File: src/rtl/jtframe_dwnld_pack_if.sv
// Download-stream and SDRAM programming-port bundle for jtframe_dwnld_pack.
// The master side is the packer itself; the slave side is the surrounding top level.
interface jtframe_dwnld_pack_if #(
  parameter int SDRAMW = 22
);
  logic              downloading;
  logic [24:0]       ioctl_addr;
  logic [7:0]        ioctl_data;
  logic              ioctl_wr;
  logic [SDRAMW-1:0] prog_addr;
  logic [1:0]        prog_ba;
  logic [15:0]       prog_data;
  logic [1:0]        prog_mask;
  logic              prog_we;
  logic              prog_rdy;
  logic              dwnld_busy;
  logic              ovf;

  modport master (
    input  downloading, ioctl_addr, ioctl_data, ioctl_wr, prog_rdy,
    output prog_addr, prog_ba, prog_data, prog_mask, prog_we, dwnld_busy, ovf
  );

  modport slave (
    output downloading, ioctl_addr, ioctl_data, ioctl_wr, prog_rdy,
    input  prog_addr, prog_ba, prog_data, prog_mask, prog_we, dwnld_busy, ovf
  );
endinterface

File: src/rtl/jtframe_dwnld_pack.sv
// Packs the ioctl byte stream into byte-masked 16-bit SDRAM writes through a
// decode register, a small FIFO and a prog_we/prog_rdy output stage.
module jtframe_dwnld_pack #(
  parameter int          SDRAMW    = 22,
  parameter logic [24:0] BA1_START = 25'h08_0000,
  parameter logic [24:0] BA2_START = 25'h10_0000,
  parameter logic [24:0] BA3_START = 25'h18_0000,
  parameter int          FIFO_AW   = 2,
  parameter bit          SWAB      = 1'b0
) (
  input  logic                clk_rom,
  input  logic                rst_n,
  jtframe_dwnld_pack_if.master bus
);
  localparam int               EW      = SDRAMW + 12;
  localparam int               DEPTH   = 2**FIFO_AW;
  localparam logic [FIFO_AW:0] DEPTH_C = {1'b1, {FIFO_AW{1'b0}}};

  typedef enum logic {S_IDLE, S_WAIT} state_t;

  logic [1:0]        w_ba;
  logic [24:0]       w_start;
  logic [24:0]       w_off;
  logic [SDRAMW-1:0] w_word;
  logic [1:0]        w_mask;
  logic              w_unused_off;

  logic              r_vld_p1;
  logic [1:0]        r_ba_p1;
  logic [SDRAMW-1:0] r_addr_p1;
  logic [7:0]        r_data_p1;
  logic [1:0]        r_mask_p1;

  logic [EW-1:0]      r_mem [DEPTH];
  logic [FIFO_AW-1:0] r_wptr;
  logic [FIFO_AW-1:0] r_rptr;
  logic [FIFO_AW:0]   r_cnt;
  logic [EW-1:0]      w_head;

  state_t            r_state;
  state_t            w_state_nxt;
  logic              w_pop;
  logic              w_push;
  logic              w_strobe;
  logic              w_blocked;
  logic              w_load;
  logic              w_drop;
  logic              w_empty;
  logic              w_full;

  logic [SDRAMW-1:0] r_prog_addr;
  logic [1:0]        r_prog_ba;
  logic [15:0]       r_prog_data;
  logic [1:0]        r_prog_mask;
  logic              r_busy;
  logic              r_ovf;
  logic              r_dl_d;

  always_comb begin
    w_ba    = 2'd0;
    w_start = 25'd0;
    if (bus.ioctl_addr >= BA3_START) begin
      w_ba    = 2'd3;
      w_start = BA3_START;
    end else if (bus.ioctl_addr >= BA2_START) begin
      w_ba    = 2'd2;
      w_start = BA2_START;
    end else if (bus.ioctl_addr >= BA1_START) begin
      w_ba    = 2'd1;
      w_start = BA1_START;
    end
  end

  assign w_off        = bus.ioctl_addr - w_start;
  assign w_word       = w_off[SDRAMW:1];
  assign w_mask       = (w_off[0] ^ SWAB) ? 2'b01 : 2'b10;
  assign w_unused_off = ^w_off[24:SDRAMW+1];

  assign w_strobe  = bus.ioctl_wr & bus.downloading;
  assign w_empty   = (r_cnt == '0);
  assign w_full    = (r_cnt == DEPTH_C);
  assign w_push    = r_vld_p1 & (~w_full | w_pop);
  // A decoded byte that cannot enter the FIFO waits here; a new strobe behind it is lost.
  assign w_blocked = r_vld_p1 & ~w_push;
  assign w_load    = w_strobe & ~w_blocked;
  assign w_drop    = w_strobe & w_blocked;
  assign w_head    = r_mem[r_rptr];

  // decode stage (p1)
  always_ff @(posedge clk_rom or negedge rst_n) begin
    if (!rst_n)      r_vld_p1 <= 1'b0;
    else if (w_load) r_vld_p1 <= 1'b1;
    else if (w_push) r_vld_p1 <= 1'b0;
  end

  always_ff @(posedge clk_rom) begin
    if (w_load) begin
      r_ba_p1   <= w_ba;
      r_addr_p1 <= w_word;
      r_data_p1 <= bus.ioctl_data;
      r_mask_p1 <= w_mask;
    end
  end

  // FIFO stage
  always_ff @(posedge clk_rom) begin
    if (w_push) r_mem[r_wptr] <= {r_ba_p1, r_addr_p1, r_data_p1, r_mask_p1};
  end

  always_ff @(posedge clk_rom or negedge rst_n) begin
    if (!rst_n) begin
      r_wptr <= '0;
      r_rptr <= '0;
      r_cnt  <= '0;
    end else begin
      if (w_push) r_wptr <= r_wptr + 1'b1;
      if (w_pop)  r_rptr <= r_rptr + 1'b1;
      r_cnt <= r_cnt + {{FIFO_AW{1'b0}}, w_push} - {{FIFO_AW{1'b0}}, w_pop};
    end
  end

  // output stage
  always_ff @(posedge clk_rom or negedge rst_n) begin
    if (!rst_n) r_state <= S_IDLE;
    else        r_state <= w_state_nxt;
  end

  always_comb begin
    w_state_nxt = r_state;
    w_pop       = 1'b0;
    case (r_state)
      S_IDLE: begin
        if (!w_empty) begin
          w_pop       = 1'b1;
          w_state_nxt = S_WAIT;
        end
      end
      S_WAIT: begin
        if (bus.prog_rdy) begin
          if (!w_empty) w_pop       = 1'b1;
          else          w_state_nxt = S_IDLE;
        end
      end
      default: w_state_nxt = S_IDLE;
    endcase
  end

  always_ff @(posedge clk_rom or negedge rst_n) begin
    if (!rst_n) begin
      r_prog_addr <= '0;
      r_prog_ba   <= 2'd0;
      r_prog_data <= 16'd0;
      r_prog_mask <= 2'b11;
    end else if (w_pop) begin
      r_prog_ba   <= w_head[EW-1 -: 2];
      r_prog_addr <= w_head[SDRAMW+9:10];
      r_prog_data <= {2{w_head[9:2]}};
      r_prog_mask <= w_head[1:0];
    end else if (r_state == S_WAIT && w_state_nxt == S_IDLE) begin
      r_prog_mask <= 2'b11;
    end
  end

  always_ff @(posedge clk_rom or negedge rst_n) begin
    if (!rst_n) begin
      r_busy <= 1'b0;
      r_ovf  <= 1'b0;
      r_dl_d <= 1'b0;
    end else begin
      r_busy <= bus.downloading | r_vld_p1 | ~w_empty | (r_state == S_WAIT);
      r_dl_d <= bus.downloading;
      if (w_drop)                            r_ovf <= 1'b1;
      else if (bus.downloading && !r_dl_d)   r_ovf <= 1'b0;
    end
  end

  assign bus.prog_addr  = r_prog_addr;
  assign bus.prog_ba    = r_prog_ba;
  assign bus.prog_data  = r_prog_data;
  assign bus.prog_mask  = r_prog_mask;
  assign bus.prog_we    = (r_state == S_WAIT);
  assign bus.dwnld_busy = r_busy;
  assign bus.ovf        = r_ovf;
endmodule

File: src/flat_wrapper.sv
// flat-port wrapper written by rule: the top's interface ports become plain ports
module jtframe_dwnld_pack_flat 
#(
  parameter int          SDRAMW    = 22,
  parameter logic [24:0] BA1_START = 25'h08_0000,
  parameter logic [24:0] BA2_START = 25'h10_0000,
  parameter logic [24:0] BA3_START = 25'h18_0000,
  parameter int          FIFO_AW   = 2,
  parameter bit          SWAB      = 1'b0
)
  (clk_rom, rst_n, bus_downloading, bus_ioctl_addr, bus_ioctl_data, bus_ioctl_wr, bus_prog_rdy, bus_prog_addr, bus_prog_ba, bus_prog_data, bus_prog_mask, bus_prog_we, bus_dwnld_busy, bus_ovf);
  jtframe_dwnld_pack_if #(.SDRAMW(SDRAMW)) bus_i ();
  input  logic clk_rom;
  input  logic rst_n;
  input wire logic [$bits(bus_i.downloading)-1:0] bus_downloading;
  input wire logic [$bits(bus_i.ioctl_addr)-1:0] bus_ioctl_addr;
  input wire logic [$bits(bus_i.ioctl_data)-1:0] bus_ioctl_data;
  input wire logic [$bits(bus_i.ioctl_wr)-1:0] bus_ioctl_wr;
  input wire logic [$bits(bus_i.prog_rdy)-1:0] bus_prog_rdy;
  output wire logic [$bits(bus_i.prog_addr)-1:0] bus_prog_addr;
  output wire logic [$bits(bus_i.prog_ba)-1:0] bus_prog_ba;
  output wire logic [$bits(bus_i.prog_data)-1:0] bus_prog_data;
  output wire logic [$bits(bus_i.prog_mask)-1:0] bus_prog_mask;
  output wire logic [$bits(bus_i.prog_we)-1:0] bus_prog_we;
  output wire logic [$bits(bus_i.dwnld_busy)-1:0] bus_dwnld_busy;
  output wire logic [$bits(bus_i.ovf)-1:0] bus_ovf;
  assign bus_i.downloading = bus_downloading;
  assign bus_i.ioctl_addr = bus_ioctl_addr;
  assign bus_i.ioctl_data = bus_ioctl_data;
  assign bus_i.ioctl_wr = bus_ioctl_wr;
  assign bus_i.prog_rdy = bus_prog_rdy;
  assign bus_prog_addr = bus_i.prog_addr;
  assign bus_prog_ba = bus_i.prog_ba;
  assign bus_prog_data = bus_i.prog_data;
  assign bus_prog_mask = bus_i.prog_mask;
  assign bus_prog_we = bus_i.prog_we;
  assign bus_dwnld_busy = bus_i.dwnld_busy;
  assign bus_ovf = bus_i.ovf;
  jtframe_dwnld_pack #(.SDRAMW(SDRAMW), .BA1_START(BA1_START), .BA2_START(BA2_START), .BA3_START(BA3_START), .FIFO_AW(FIFO_AW), .SWAB(SWAB)) u_core (.clk_rom(clk_rom), .rst_n(rst_n), .bus(bus_i));
endmodule
File: config.mk
export PLATFORM = sky130hd
export DESIGN_NAME = jtframe_dwnld_pack_flat
export DESIGN_NICKNAME = d
export VERILOG_FILES = /design/src/rtl/jtframe_dwnld_pack_if.sv /design/src/rtl/jtframe_dwnld_pack.sv /design/src/flat_wrapper.sv
export SDC_FILE = /design/constraint.sdc
export NUM_CORES = 1
export LEC_CHECK = 0
export ABC_CLOCK_PERIOD_IN_PS = 3300
export CORE_MARGIN = 4
export CORE_UTILIZATION = 56
export DETAILED_ROUTE_END_ITERATION = 12
export PLACE_DENSITY = 0.85
export SETUP_SLACK_MARGIN = 0.05
export SYNTH_ARGS = -nofsm -noshare
export SYNTH_HDL_FRONTEND = slang
export SYNTH_SLANG_ARGS = --single-unit
File: constraint.sdc
create_clock -name clk_rom -period 3.3 [get_ports clk_rom]
set_clock_uncertainty 0.2 [all_clocks]
set_input_delay 0.495 -clock clk_rom [delete_from_list [all_inputs] [get_ports clk_rom]]
set_output_delay 0.495 -clock clk_rom [all_outputs]
set_load 0.01 [all_outputs]
Word level (Yosys, flattened, before mapping)
Memory sizes are Yosys's and may differ from the RTL's.
Cells that the tools add are included.
{"block": "word_totals", "ff_bits": 88, "n_memories": 1, "inputBits": 38, "mem_bits_rw": 136}
{"name": "u_core.r_mem", "words": 4, "width": 34, "read_ports": 1, "rd_ports_with_merged_regs": 0, "wr": 1, "line_no": "jtframe_dwnld_pack.sv:34", "rtl": "logic [EW-1:0] r_mem [DEPTH];"}
{"block": "op_classes", "bitwise_logic": 15, "n_reduce_logical": 8, "eq_ne": 1, "n_mux": 19, "addsub": 5, "n_lt_le_gt_ge": 3}
{"operator": "greater-or-equal comparator 25 x 21 -> 1 bit, second input constant", "count": 2}
{"operator": "2-to-1 mux 21 bit", "count": 2}
{"operator": "greater-or-equal comparator 25 x 20 -> 1 bit, second input constant", "count": 1}
{"operator": "subtractor 23 x 21 -> 23 bit", "count": 1}
{"operator": "2-to-1 mux 20 bit", "count": 1}
{"operator": "2-to-1 mux 1 bit", "count": 11}
{"operator": "2-to-1 mux 2 bit", "count": 3}
{"operator": "NOT 1 bit", "count": 6}
{"operator": "nonzero test 2 bit", "count": 3}
{"operator": "bitwise AND 1 bit", "count": 5}
{"operator": "adder 2 x 1 -> 2 bit, second input constant", "count": 2}
{"operator": "bitwise OR 1 bit", "count": 4}
{"operator": "case mux 1 bit (2 select lines)", "count": 2}
{"operator": "adder 3 x 1 -> 3 bit", "count": 1}
{"operator": "equality test 3 bit, second input constant", "count": 1}
{"operator": "zero test 3 bit", "count": 1}
{"operator": "subtractor 3 x 1 -> 3 bit", "count": 1}
{"operator": "logical AND 1 bit", "count": 2}
{"operator": "OR reduction 2 bit", "count": 1}
{"operator": "zero test 1 bit", "count": 1}

Longest topological paths before layout
{"block": "depth", "ltp_word": 11, "depth_mapped": 9, "ltp_nobuf": 8}

Least setup slack after synthesis
Ideal clock, no wire load.
{"block": "synth_path", "kind": "input to register", "startpoint": "in bus_prog_rdy", "endpoint": "reg u_core.r_addr_p1[0] (enable)", "arrival_time_ps": 2404, "setup_time_ps": 429, "setup_slack_ps": 267, "cell_stages": 3, "t_required_ps": 2671, "cell_sequence": "and2b_1 > nand4_1 > nor2b_1"}
{"block": "synth_between", "elab_chain_cells": 8}
{"item": "start, declared", "line_no": "flat_wrapper.sv:19", "rtl": "input wire logic [$bits(bus_i.prog_rdy)-1:0] bus_prog_rdy;"}
{"item": "2-to-1 mux 1 bit", "line_no": "jtframe_dwnld_pack.sv:139", "rtl": "if (bus.prog_rdy) begin"}
{"item": "case mux 1 bit (2 select lines)", "line_no": "jtframe_dwnld_pack.sv:131", "rtl": "case (r_state)"}
{"item": "bitwise OR 1 bit", "line_no": "jtframe_dwnld_pack.sv:82", "rtl": "assign w_push = r_vld_p1 & (~w_full | w_pop);"}
{"item": "bitwise AND 1 bit", "line_no": "jtframe_dwnld_pack.sv:82"}
{"item": "NOT 1 bit", "line_no": "jtframe_dwnld_pack.sv:84", "rtl": "assign w_blocked = r_vld_p1 & ~w_push;"}
{"item": "bitwise AND 1 bit", "line_no": "jtframe_dwnld_pack.sv:84"}
{"item": "NOT 1 bit", "line_no": "jtframe_dwnld_pack.sv:85", "rtl": "assign w_load = w_strobe & ~w_blocked;"}
{"item": "bitwise AND 1 bit", "line_no": "jtframe_dwnld_pack.sv:85"}
{"item": "named net u_core.w_load", "line_no": "jtframe_dwnld_pack.sv:46", "rtl": "logic w_load;"}
{"item": "end signal, assigned", "line_no": "jtframe_dwnld_pack.sv:99", "rtl": "r_addr_p1 <= w_word;"}
{"item": "end, declared", "line_no": "jtframe_dwnld_pack.sv:30", "rtl": "logic [SDRAMW-1:0] r_addr_p1;"}
The timed path passes the listed nets, and every way through them passes these cells.
A chain may end at the register's enable or synchronous reset.

Final worst setup path
{"block": "layout_path", "startpoint": "in bus_ioctl_addr[5]", "endpoint": "reg u_core.r_addr_p1[20], data pin"}
{"block": "layout_between", "elab_chain_cells": 5}
{"item": "start, declared", "line_no": "flat_wrapper.sv:16", "rtl": "input wire logic [$bits(bus_i.ioctl_addr)-1:0] bus_ioctl_addr;"}
{"item": "greater-or-equal comparator 25 x 20 -> 1 bit", "line_no": "jtframe_dwnld_pack.sv:68", "rtl": "end else if (bus.ioctl_addr >= BA1_START) begin"}
{"item": "2-to-1 mux 20 bit", "line_no": "jtframe_dwnld_pack.sv:68"}
{"item": "2-to-1 mux 21 bit", "line_no": "jtframe_dwnld_pack.sv:65", "rtl": "end else if (bus.ioctl_addr >= BA2_START) begin"}
{"item": "2-to-1 mux 21 bit", "line_no": "jtframe_dwnld_pack.sv:62", "rtl": "if (bus.ioctl_addr >= BA3_START) begin"}
{"item": "subtractor 23 x 21 -> 23 bit (*)", "line_no": "jtframe_dwnld_pack.sv:74", "rtl": "assign w_off = bus.ioctl_addr - w_start;"}
{"item": "named net u_core.w_off[21]", "line_no": "jtframe_dwnld_pack.sv:23", "rtl": "logic [24:0] w_off;"}
Mark *: on every way through the listed nets, which the timed path passes. The rest lies on a longest branch.

==> results.cfg <==
[clocking]
cts.repair.resized = 0
cts_max_level = 1
cts-root-buf = clkbuf_16
clock_latency_ns = 0.48
cts.sinks = 216
path_clk_slew_ns = 0.06
cts_buffer_depth = 3
cts_made_buffers = 21
cts_tree = built

[floorplan]
start_util_pct = 56.8
die-area_sq_um = 16700
die_w_microns = 129
die_height_microns = 129
ios = 83
core_sq_um = 14500
rows = 44

[timing]
relSlewSlack_pct = 37.5
fin_tns_setup_ns = 0
fin_crit_ns = 2.58
fmax_mhz = 387
final-max-slew-violation-count = 0
finalSetupViolCount = 0
rsz0062_at_grt = false
min_period_over_period_pct = 78.3
worst_slew_pin_slew_ns = 0.938
hold_viol = 0

[critical_path]
cp_top_family = simple AND/OR/NAND/NOR gates
worst_ep_required_time_ns = 3.33
critPathLaunchType = input pin
worstPathArrival_ns = 2.61
crit_slowest_cell = nor4_1
critPathLaunch = bus_ioctl_addr[5]
endpoint = u_core.r_addr_p1[20]$_DFFE_PP_
r2r_end = u_core.r_cnt[2]$_DFF_PN0_
rrSetupSlack_ns = 0.97
worst-path-buf-inv = 2
endpoint_kind = flop
worstReg2RegStart = u_core.r_cnt[2]$_DFF_PN0_
cp_max_fo = 4
crit_cells = 8
cpPeakStageDelay_ns = 0.43
worstPathCellList = clkdlybuf4s50_1 -> nor4_1 -> nand4_1 -> o211ai_1 -> ha_1 -> inv_1 -> fa_1 -> xnor2_1
reg2reg_depth = 8
path_class = input pin to flop

[logic_synthesis]
synth_mux_area_share_pct = 15.4
synthTopCellsByArea = edfxtp_1, dfrtp_1, mux4_2
synth_compound_area_share_pct = 0.944
synthFlopType = edfxtp_1
synthArstFlopShare_pct = 21.3
post_synth_fa_ha_maj_area_fraction_pct = 1.70
yosysMostFrequentCell = edfxtp_1
synth_cell_type_count = 38
synth_commonest_cells = edfxtp_1, dfrtp_1, mux2_4, mux4_2, inv_1
syn_area_sq_um = 8220
synthesis.nets = 423
synth-edff-count = 170
postSynthAreaPerCell_sq_um = 21.9
postSynthCellCount = 375
synth-seq-cells = 216
synth.yosys.warnings = 0
synth_top_family_by_area = multiplexers
synth_xor_xnor_area_share_pct = 0.746
yosys.area.top_type = edfxtp_1
ys_seq_area_share_pct = 76.1
synth_top_area_share_pct = 62.1
yosys.area_share.simple_pct = 2.37

[flow_run]
cap_violations = 0

[global_routing]
grt_pass1_vias = 4035
globalRouteTotalUtil_pct = 17.1
antenna_found_initial = 0
grt_max_degree = 36
overflow = 0
grt_pass1_wl_microns = 21800

[finish]
drive_above_1_share_pct = 23.3
final_area_sq_um = 9950
diodes = 0
nets = 520
syn2layout_area_growth_pct = 21.0

[place]
place_area_sq_um = 9250
io_buffer_count = 82
dp_hpwl_microns = 8480
gp_congestion = 0.796

[power_and_ir_drop]
p_per_area_nw_per_um2 = 857
leakage_nw = 3.56
irDropWorstVdd_mv = 0.581
finalPower_w = 0.00853

[route]
vias = 3756
wl_per_cell_microns = 20.8
dr.pass1.iters = 4
post-route-drc-count = 0
routed_wirelength_microns = 13900
routed_via_density = 5.61
drt_iter0_markers = 250
antenna_left = 0

[outcome]
outcome = completed

[worst_hold_path]
worstHoldPathCells = 0
hp-class = flop to flop
-- state kept, by name, summed over array words and instances (netlist names) --
name / count
u_core.bus.dwnld_busy: 1
u_core.bus.ovf: 1
u_core.bus.prog_addr: 22
u_core.bus.prog_ba: 2
u_core.bus.prog_data: 8
u_core.bus.prog_mask: 2
u_core.bus.prog_we: 1
u_core.r_addr_p1: 22
u_core.r_ba_p1: 2
u_core.r_cnt: 3
u_core.r_data_p1: 8
u_core.r_dl_d: 1
u_core.r_mask_p1: 2
u_core.r_mem: 136
u_core.r_rptr: 2
u_core.r_vld_p1: 1
u_core.r_wptr: 2
-- cell type report --
type                            count  area, sq um
Fill cell                         902         4530
Clock buffer                       26          544
Inverter                           14         52.6
Tap cell                          184          230
Multi-Input combinational cell    126         1750
Clock inverter                     10          148
Sequential cell                   216         6260
Timing Repair Buffer               93          963
-- routing by layer --
metal / share of wire [%] / global-route usage (%) / wire, microns
met4: 1.4 / 3.95 / 200
met5: 0 / 0 / 0
met2: 52 / 29.1 / 7250
met3: 5.6 / 3.01 / 786
met1: 41 / 23.6 / 5690
-- worst min-delay path by stage --
stage                                         startpoint                              end  slack, ns
after floorplan                                    rst_n  u_core.bus.dwnld_busy$_DFF_PN0_    -0.0006
after global placement           u_core.r_dl_d$_DFF_PN0_       u_core.bus.ovf$_DFFE_PN0P_       0.26
after detailed placement         u_core.r_dl_d$_DFF_PN0_       u_core.bus.ovf$_DFFE_PN0P_       0.28
after CTS                 u_core.r_addr_p1[13]$_DFFE_PP_    u_core.r_mem[0][23]$_DFFE_PP_       0.30
after global routing       u_core.r_data_p1[3]$_DFFE_PP_     u_core.r_mem[0][5]$_DFFE_PP_       0.31
final                     u_core.r_addr_p1[20]$_DFFE_PP_    u_core.r_mem[1][30]$_DFFE_PP_       0.29
-- through the flow --
| stage | setup slack (ns) | hold slack, ns | instances | utilization (%) |
|---|---|---|---|---|
| detailed placement | 0.194 | 0.279 | 632 | 63.9 |
| finish | 0.715 | 0.294 | 669 | 68.7 |
| floorplan | 0.267 | -0.000591 | 375 | - |
| CTS | 0.701 | 0.296 | 669 | 68.7 |
| global placement | 0.373 | 0.264 | 632 | 63.9 |
| global route | 0.637 | 0.313 | 669 | 68.7 |
-- power breakdown --
part | total (W) | internal, W | leakage, nW | switching, W
Combinational | 0.00228 | 0.00142 | 1.14 | 0.000854
Clock | 0.00239 | 0.00148 | 0.340 | 0.000913
Sequential | 0.00386 | 0.00346 | 2.08 | 0.000400
-- cell families (layout without fill, tap and decap cells) --
| group | count (synthesis) | after routing |
|---|---|---|
| mux | 67 | 67 |
| fa+ha+maj | 10 | 10 |
| buf+inv | 33 | 143 |
| xor+xnor | 7 | 7 |
| compound gates | 10 | 10 |
| flops | 216 | 216 |
| simple gates | 32 | 32 |
-- cell usage in the layout, fill, tap and decap left out, drive strengths merged, types with 2 or more instances in the layout --
cell,n
nor4,4
nor3,5
clkdlybuf4s50,81
fa,2
nand2,4
bufinv,4
mux2,33
buf,11
inv,14
o211ai,3
nor2,5
ha,8
and2,4
edfxtp,170
o21ai,2
clkinv,6
nand4,2
xnor2,4
dfstp,2
xor2,3
dfrtp,44
mux4,34
clkbuf,26
a211oi,3
-- worst reg2reg max path: cells and delay by family, from the launching register on --
family | cells | cell delay (ns)
DFF | 1 | 0.47
and+or+nand+nor | 2 | 0.36
adders and majority gates | 3 | 0.84
buffers and inverters | 1 | 0.04
xor gates and xnor gates | 2 | 0.30
-- timing repair --
item	4_1_cts	5_1_grt
setup buffers	0	0
hold endpoints to repair	32	0
setup endpoints to repair	0	0
hold buffers	1	0
Note: power is estimated with default switching activity, not from simulation.
